`config.mk`:
```
export PLATFORM = sky130hd
export DESIGN_NAME = lut_pattern_table_flat
export DESIGN_NICKNAME = d
export VERILOG_FILES = /design/src/rtl/lut_pattern_table_if.sv /design/src/rtl/lut_pattern_table.sv /design/src/flat_wrapper.sv
export SDC_FILE = /design/constraint.sdc
export NUM_CORES = 1
export LEC_CHECK = 0
export ABC_CLOCK_PERIOD_IN_PS = 1840
export CAP_MARGIN = 25
export CELL_PAD_IN_SITES_DETAIL_PLACEMENT = 1
export CELL_PAD_IN_SITES_GLOBAL_PLACEMENT = 1
export CORE_MARGIN = 1
export CORE_UTILIZATION = 34
export DETAILED_ROUTE_END_ITERATION = 8
export GPL_ROUTABILITY_DRIVEN = 0
export PLACE_DENSITY = 0.86
export SETUP_SLACK_MARGIN = 0.02
export SKIP_LAST_GASP = 1
export SLEW_MARGIN = 15
export SYNTH_ARGS = -nofsm -noshare
export SYNTH_HDL_FRONTEND = slang
export SYNTH_SLANG_ARGS = --single-unit
```
`constraint.sdc`:
```
create_clock -name clk -period 1.84 [get_ports clk]
set_input_delay 0.184 -clock clk [delete_from_list [all_inputs] [get_ports clk]]
set_output_delay 0.184 -clock clk [all_outputs]
set_load 0.02 [all_outputs]
```
`src/rtl/lut_pattern_table_if.sv`:
```
`default_nettype none
// ============================================================================
//  Module      : lut_pattern_table_if
//  Description : Bus bundle for lut_pattern_table. It carries the 4-bit
//                lookup address (a3..a0) from the consumer and the exported
//                16-entry table (RAM) back to the consumer.
//                  slave  : the table side (address in, RAM out)
//                  master : the consumer side (address out, RAM in)
//  Revision    : 1.0  initial release
// ============================================================================
interface lut_pattern_table_if;
  logic        a0;   // address bit 0 (LSB)
  logic        a1;   // address bit 1
  logic        a2;   // address bit 2
  logic        a3;   // address bit 3 (MSB)
  logic [15:0] RAM;  // current table contents, entry n is RAM[n]

  modport slave  (input  a0, a1, a2, a3, output RAM);
  modport master (output a0, a1, a2, a3, input  RAM);
endinterface
`default_nettype wire

```
`src/rtl/lut_pattern_table.sv`:
```
`default_nettype none
// ============================================================================
//  Module      : lut_pattern_table
//  Description : Sixteen-entry, 1-bit-wide lookup table holding a rotating
//                bit pattern. The table clears while rst is low. The first
//                clock after release loads SEED, and every later clock
//                rotates the table left by one entry (entry 0 takes entry 15).
//  Ports       : clk  - rising-edge clock
//                rst  - asynchronous, active-low reset
//                bus  - slave side of lut_pattern_table_if
//                       (a3..a0 lookup address in, RAM[15:0] table out)
//  Parameters  : SEED - pattern loaded on the first clock after reset release
//  Revision    : 1.0  initial release
// ============================================================================
module lut_pattern_table #(
  parameter logic [15:0] SEED = 16'h012C
) (
  input  wire                  clk,
  input  wire                  rst,
  lut_pattern_table_if.slave   bus
);

  typedef enum logic [0:0] {
    CLEAR = 1'b0,
    RUN   = 1'b1
  } state_t;

  state_t      r_state;
  state_t      w_state_next;
  logic [15:0] r_ram;
  logic [15:0] w_ram_next;

  // Table and state register. Reset clears the table immediately, which
  // also discards the rotation phase so the next release restarts at SEED.
  always_ff @(posedge clk or negedge rst) begin
    if (!rst) begin
      r_state <= CLEAR;
      r_ram   <= 16'h0000;
    end else begin
      r_state <= w_state_next;
      r_ram   <= w_ram_next;
    end
  end

  always_comb begin
    w_state_next = r_state;
    w_ram_next   = r_ram;
    case (r_state)
      CLEAR: begin
        w_ram_next   = SEED;
        w_state_next = RUN;
      end
      RUN: begin
        w_ram_next = {r_ram[14:0], r_ram[15]};
      end
      default: begin
        w_state_next = CLEAR;
        w_ram_next   = 16'h0000;
      end
    endcase
  end

  // The address travels with the table; the consumer selects
  // RAM[{a3,a2,a1,a0}] itself, so the address never touches the storage.
  assign bus.RAM = r_ram;

endmodule
`default_nettype wire

```
`src/flat_wrapper.sv`:
```
// flat-port wrapper written by rule: the top's interface ports become plain ports
module lut_pattern_table_flat 
#(
  parameter logic [15:0] SEED = 16'h012C
)
  (clk, rst, bus_a0, bus_a1, bus_a2, bus_a3, bus_RAM);
  lut_pattern_table_if bus_i ();
  input  wire clk;
  input  wire rst;
  input wire logic [$bits(bus_i.a0)-1:0] bus_a0;
  input wire logic [$bits(bus_i.a1)-1:0] bus_a1;
  input wire logic [$bits(bus_i.a2)-1:0] bus_a2;
  input wire logic [$bits(bus_i.a3)-1:0] bus_a3;
  output wire logic [$bits(bus_i.RAM)-1:0] bus_RAM;
  assign bus_i.a0 = bus_a0;
  assign bus_i.a1 = bus_a1;
  assign bus_i.a2 = bus_a2;
  assign bus_i.a3 = bus_a3;
  assign bus_RAM = bus_i.RAM;
  lut_pattern_table #(.SEED(SEED)) u_core (.clk(clk), .rst(rst), .bus(bus_i));
endmodule
```
# Yosys cells after proc, flatten, opt, wreduce, memory -nomap -nowiden
# Index checks and enable logic that the tools add are counted.
# classes
mux	1
n_bitwise	1
# ops
operator	count
$pmux 16 s2	1
$not 1->1	1
# word_totals
out_inout_bits	16
ff_bits	17
in_bits	6

# Depth between registers and ports, before layout
# depth
ltp_word	2
mapped_depth	2
ltp_nobuf	1

# Worst setup path after synthesis
# Ideal clock, no wire load.
# synth_path
path_type	reg2reg
startpoint	register u_core.r_state
endpoint	register u_core.r_ram[0] (netlist: u_core.bus.RAM[0])
path_stages_with_launch	3
n_path_buf	1
path_slack_ns	1.030
arrival_ns	0.690
cell_sequence	dfrtp_1 > clkbuf_2 > and2_2
# synth_between
elab_chain_cells	2
# synth_rtl
item	line_no	source
start, declared	lut_pattern_table.sv:28	state_t r_state;
start signal, assigned	lut_pattern_table.sv:40	r_state <= w_state_next;
$not 1->1	lut_pattern_table.sv:48	case (r_state)
$pmux 16 s2 (*)	lut_pattern_table.sv:48	
via u_core.w_ram_next[0]	lut_pattern_table.sv:31	logic [15:0] w_ram_next;
end signal, assigned	lut_pattern_table.sv:41	r_ram <= w_ram_next;
end, declared	lut_pattern_table.sv:30	logic [15:0] r_ram;
# The timed path passes the listed nets; every way through them passes the cells marked *.

# Worst setup path in the final report
# layout_path
startpoint	register u_core.r_ram[7] (netlist: u_core.bus.RAM[7])
endpoint	output bus_RAM[7]
# layout_lines
item	line_no	source
end, declared	flat_wrapper.sv:14	output wire logic [$bits(bus_i.RAM)-1:0] bus_RAM;
# No word-level cell between the ends.

==> impl_metrics.yaml <==
drt:
  drt-initial-drc-count: 1
  drt.antenna.violating_nets: 0
  firstDrtPassIters: 2
  routedWlPerCell_um: 12.1
  wl_um: 870
  vias: 312
  drc: 0
  post_drt_via_cell_ratio: 4.33
yosys:
  syn_avg_cell_area_um2: 15.8
  synth.largest_area_cell: "dfrtp_1"
  ys_ff_latch: 17
  yosysUniqueCellTypes: 6
  yosysSeqAreaShare_pct: 77.1
  yosysWarnings: 0
  syn_nets: 41
  synth.area.top_cells: "dfrtp_1 (77%), and2_2 (14%), or2b_1 (5.4%), and2_1 (2.3%), clkbuf_2 (0.91%)"
  synth.top_cell.area_share_pct: 77.1
  netlist_instances: 35
  synth_area_um2: 552
setup_path:
  rrSetupSlack_ps: 910
  worstPathRequired_ps: 1660
  slowest_stage: "clkdlybuf4s50_1"
  start_kind: "flop"
  cp.arrival_ps: 1260
  r2r-start: "u_core.r_state"
  crit_path_cell_trace: "clkdlybuf4s50_1"
  endpoint_kind: "output pin"
  rr_worst_depth: 1
  r2r-end: "u_core.bus.RAM[8]"
  cp.buffers_inverters: 1
  crit_fanout: 2
  critPathMaxStageDelay_ps: 610
  crit_type: "flop to output pin"
  critPathTopFamily: "buffers and inverters"
hold_path:
  hold_path_class: "input port to asynchronous set/reset pin"
floorplan:
  rows: 14
  fp.dieW_um: 42.3
  start_util_pct: 36.6
  core-area_um2: 1510
  pin_count: 22
  dieArea_um2: 1790
  die_height_um: 42.3
grt:
  grt_pass1_wl_um: 1500
  grt_usage_pct: 11.9
  grt_max_degree: 18
  antenna_found_initial: 0
  grt_pass1_vias: 326
  grt_overflow: 0
clocking:
  cts-resized-gates: 0
  clockBufferDepth: 2
  ctsRootBufferMaster: "clkbuf_4"
  clk_latency_ps: 290
  post_cts_buffers: 0
  hold_buffers: 0
  cts_buffers: 3
  cts_sinks: 17
  clkTransAtPathRegs_ps: 100
  cts_tree: "yes"
  h-tree-depth: 1
outcome:
  status: "finished, final reports clean"
cells_and_area:
  drive_above_1_share_pct: 26.8
  n_antenna_cell: 0
  fillers: 155
  nNetsFinal: 63
  final_cell_mix: "clkdlybuf4s50_1 (17), dfrtp_1 (17), and2_2 (10)"
  synthToLayoutAreaGrowth_pct: 39.9
sta:
  holdWs_ps: 222
  finalSetupViolCount: 0
  skew_ps: 8.66
  rsz0062_at_grt: "false"
  fmax_ghz: 0.695
  hold_viol: 0
  maxSlewViolCount: 0
  period_needed_ps: 1440
  finalCritPeriodShare_pct: 78.2
  tns_ps: 0
power_and_ir_drop:
  max-vdd-ir-drop_uv: 410
  static-leakage-power_nw: 0.364
  power-per-cell-area_nw_per_um2: 851
placed_design:
  dp_hpwl_um: 575
  port-buffer-count: 17
run:
  timing.max_cap.violations: 0
-- stage by stage --
step / instances / area [µm²] / setup WS [ps] / util (%) / power [mW]
CTS: 72 / 772 / 389 / 51.2 / 0.668
global placement: 68 / 744 / 715 / 49.4 / 0.470
global route: 72 / 772 / 339 / 51.2 / 0.690
detailed placement: 68 / 744 / 715 / 49.4 / 0.472
finish: 72 / 772 / 401 / 51.2 / 0.657
floorplan: 35 / 552 / 1030 / - / 0.431
-- layout make-up --
class / instances / area, µm² / area share (%)
clock buffers: 3 / 22.5 / 2.92
clock inverters: 1 / 5.00 / 0.648
multi-input cells: 17 / 121 / 15.7
flip-flops and latches: 17 / 425 / 55.1
well taps: 16 / 20.0 / 2.59
repair buffers: 18 / 178 / 23.0
-- worst max-delay path by stage --
stage	startpoint	endpoint	slack (ps)	cells past startpoint
after global routing	u_core.bus.RAM[10]	bus_RAM[10]	340	1
after detailed placement	u_core.bus.RAM[3]	bus_RAM[3]	720	1
after floorplan	u_core.r_state	u_core.bus.RAM[0]	1030	2
after global placement	u_core.bus.RAM[7]	bus_RAM[7]	710	1
after CTS	u_core.bus.RAM[2]	bus_RAM[2]	390	1
final	u_core.bus.RAM[7]	bus_RAM[7]	400	1
-- cells by family after synthesis --
| group | count (synthesis) | synth area share [%] |
|---|---|---|
| AND/OR/NAND/NOR | 16 | 21.3 |
| other | 1 | 0.680 |
| flip-flops | 17 | 77.1 |
| buffers and inverters | 1 | 0.906 |
-- per-layer routing --
metal | routed length (µm) | share of wire, % | track usage [%] | vias up
li1 | - | - | - | 144
met1 | 409 | 47 | 15.5 | 155
met2 | 414 | 48 | 16.0 | 11
met3 | 37 | 4.3 | 3.88 | 2
met4 | 8 | 0.92 | 9.38 | 0
met5 | 0 | 0 | 0 | -
-- flip-flops by register name, indices dropped and copies added, names as in the netlist --
| signal | count |
|---|---|
| u_core.r_state | 1 |
| u_core.bus.RAM | 16 |
-- where the power goes --
group | leakage [nW] | total (mW) | switching [mW] | internal (mW)
Clock | 0.0177 | 0.194 | 0.114 | 0.0806
Sequential | 0.217 | 0.398 | 0.0100 | 0.388
Combinational | 0.130 | 0.0654 | 0.0320 | 0.0334
-- cells in the mapped netlist, drive strengths merged --
library cell	n
clkbuf	1
dfrtp	17
and2	12
or2b	4
conb	1
Note: power is estimated with default switching activity, not from simulation.
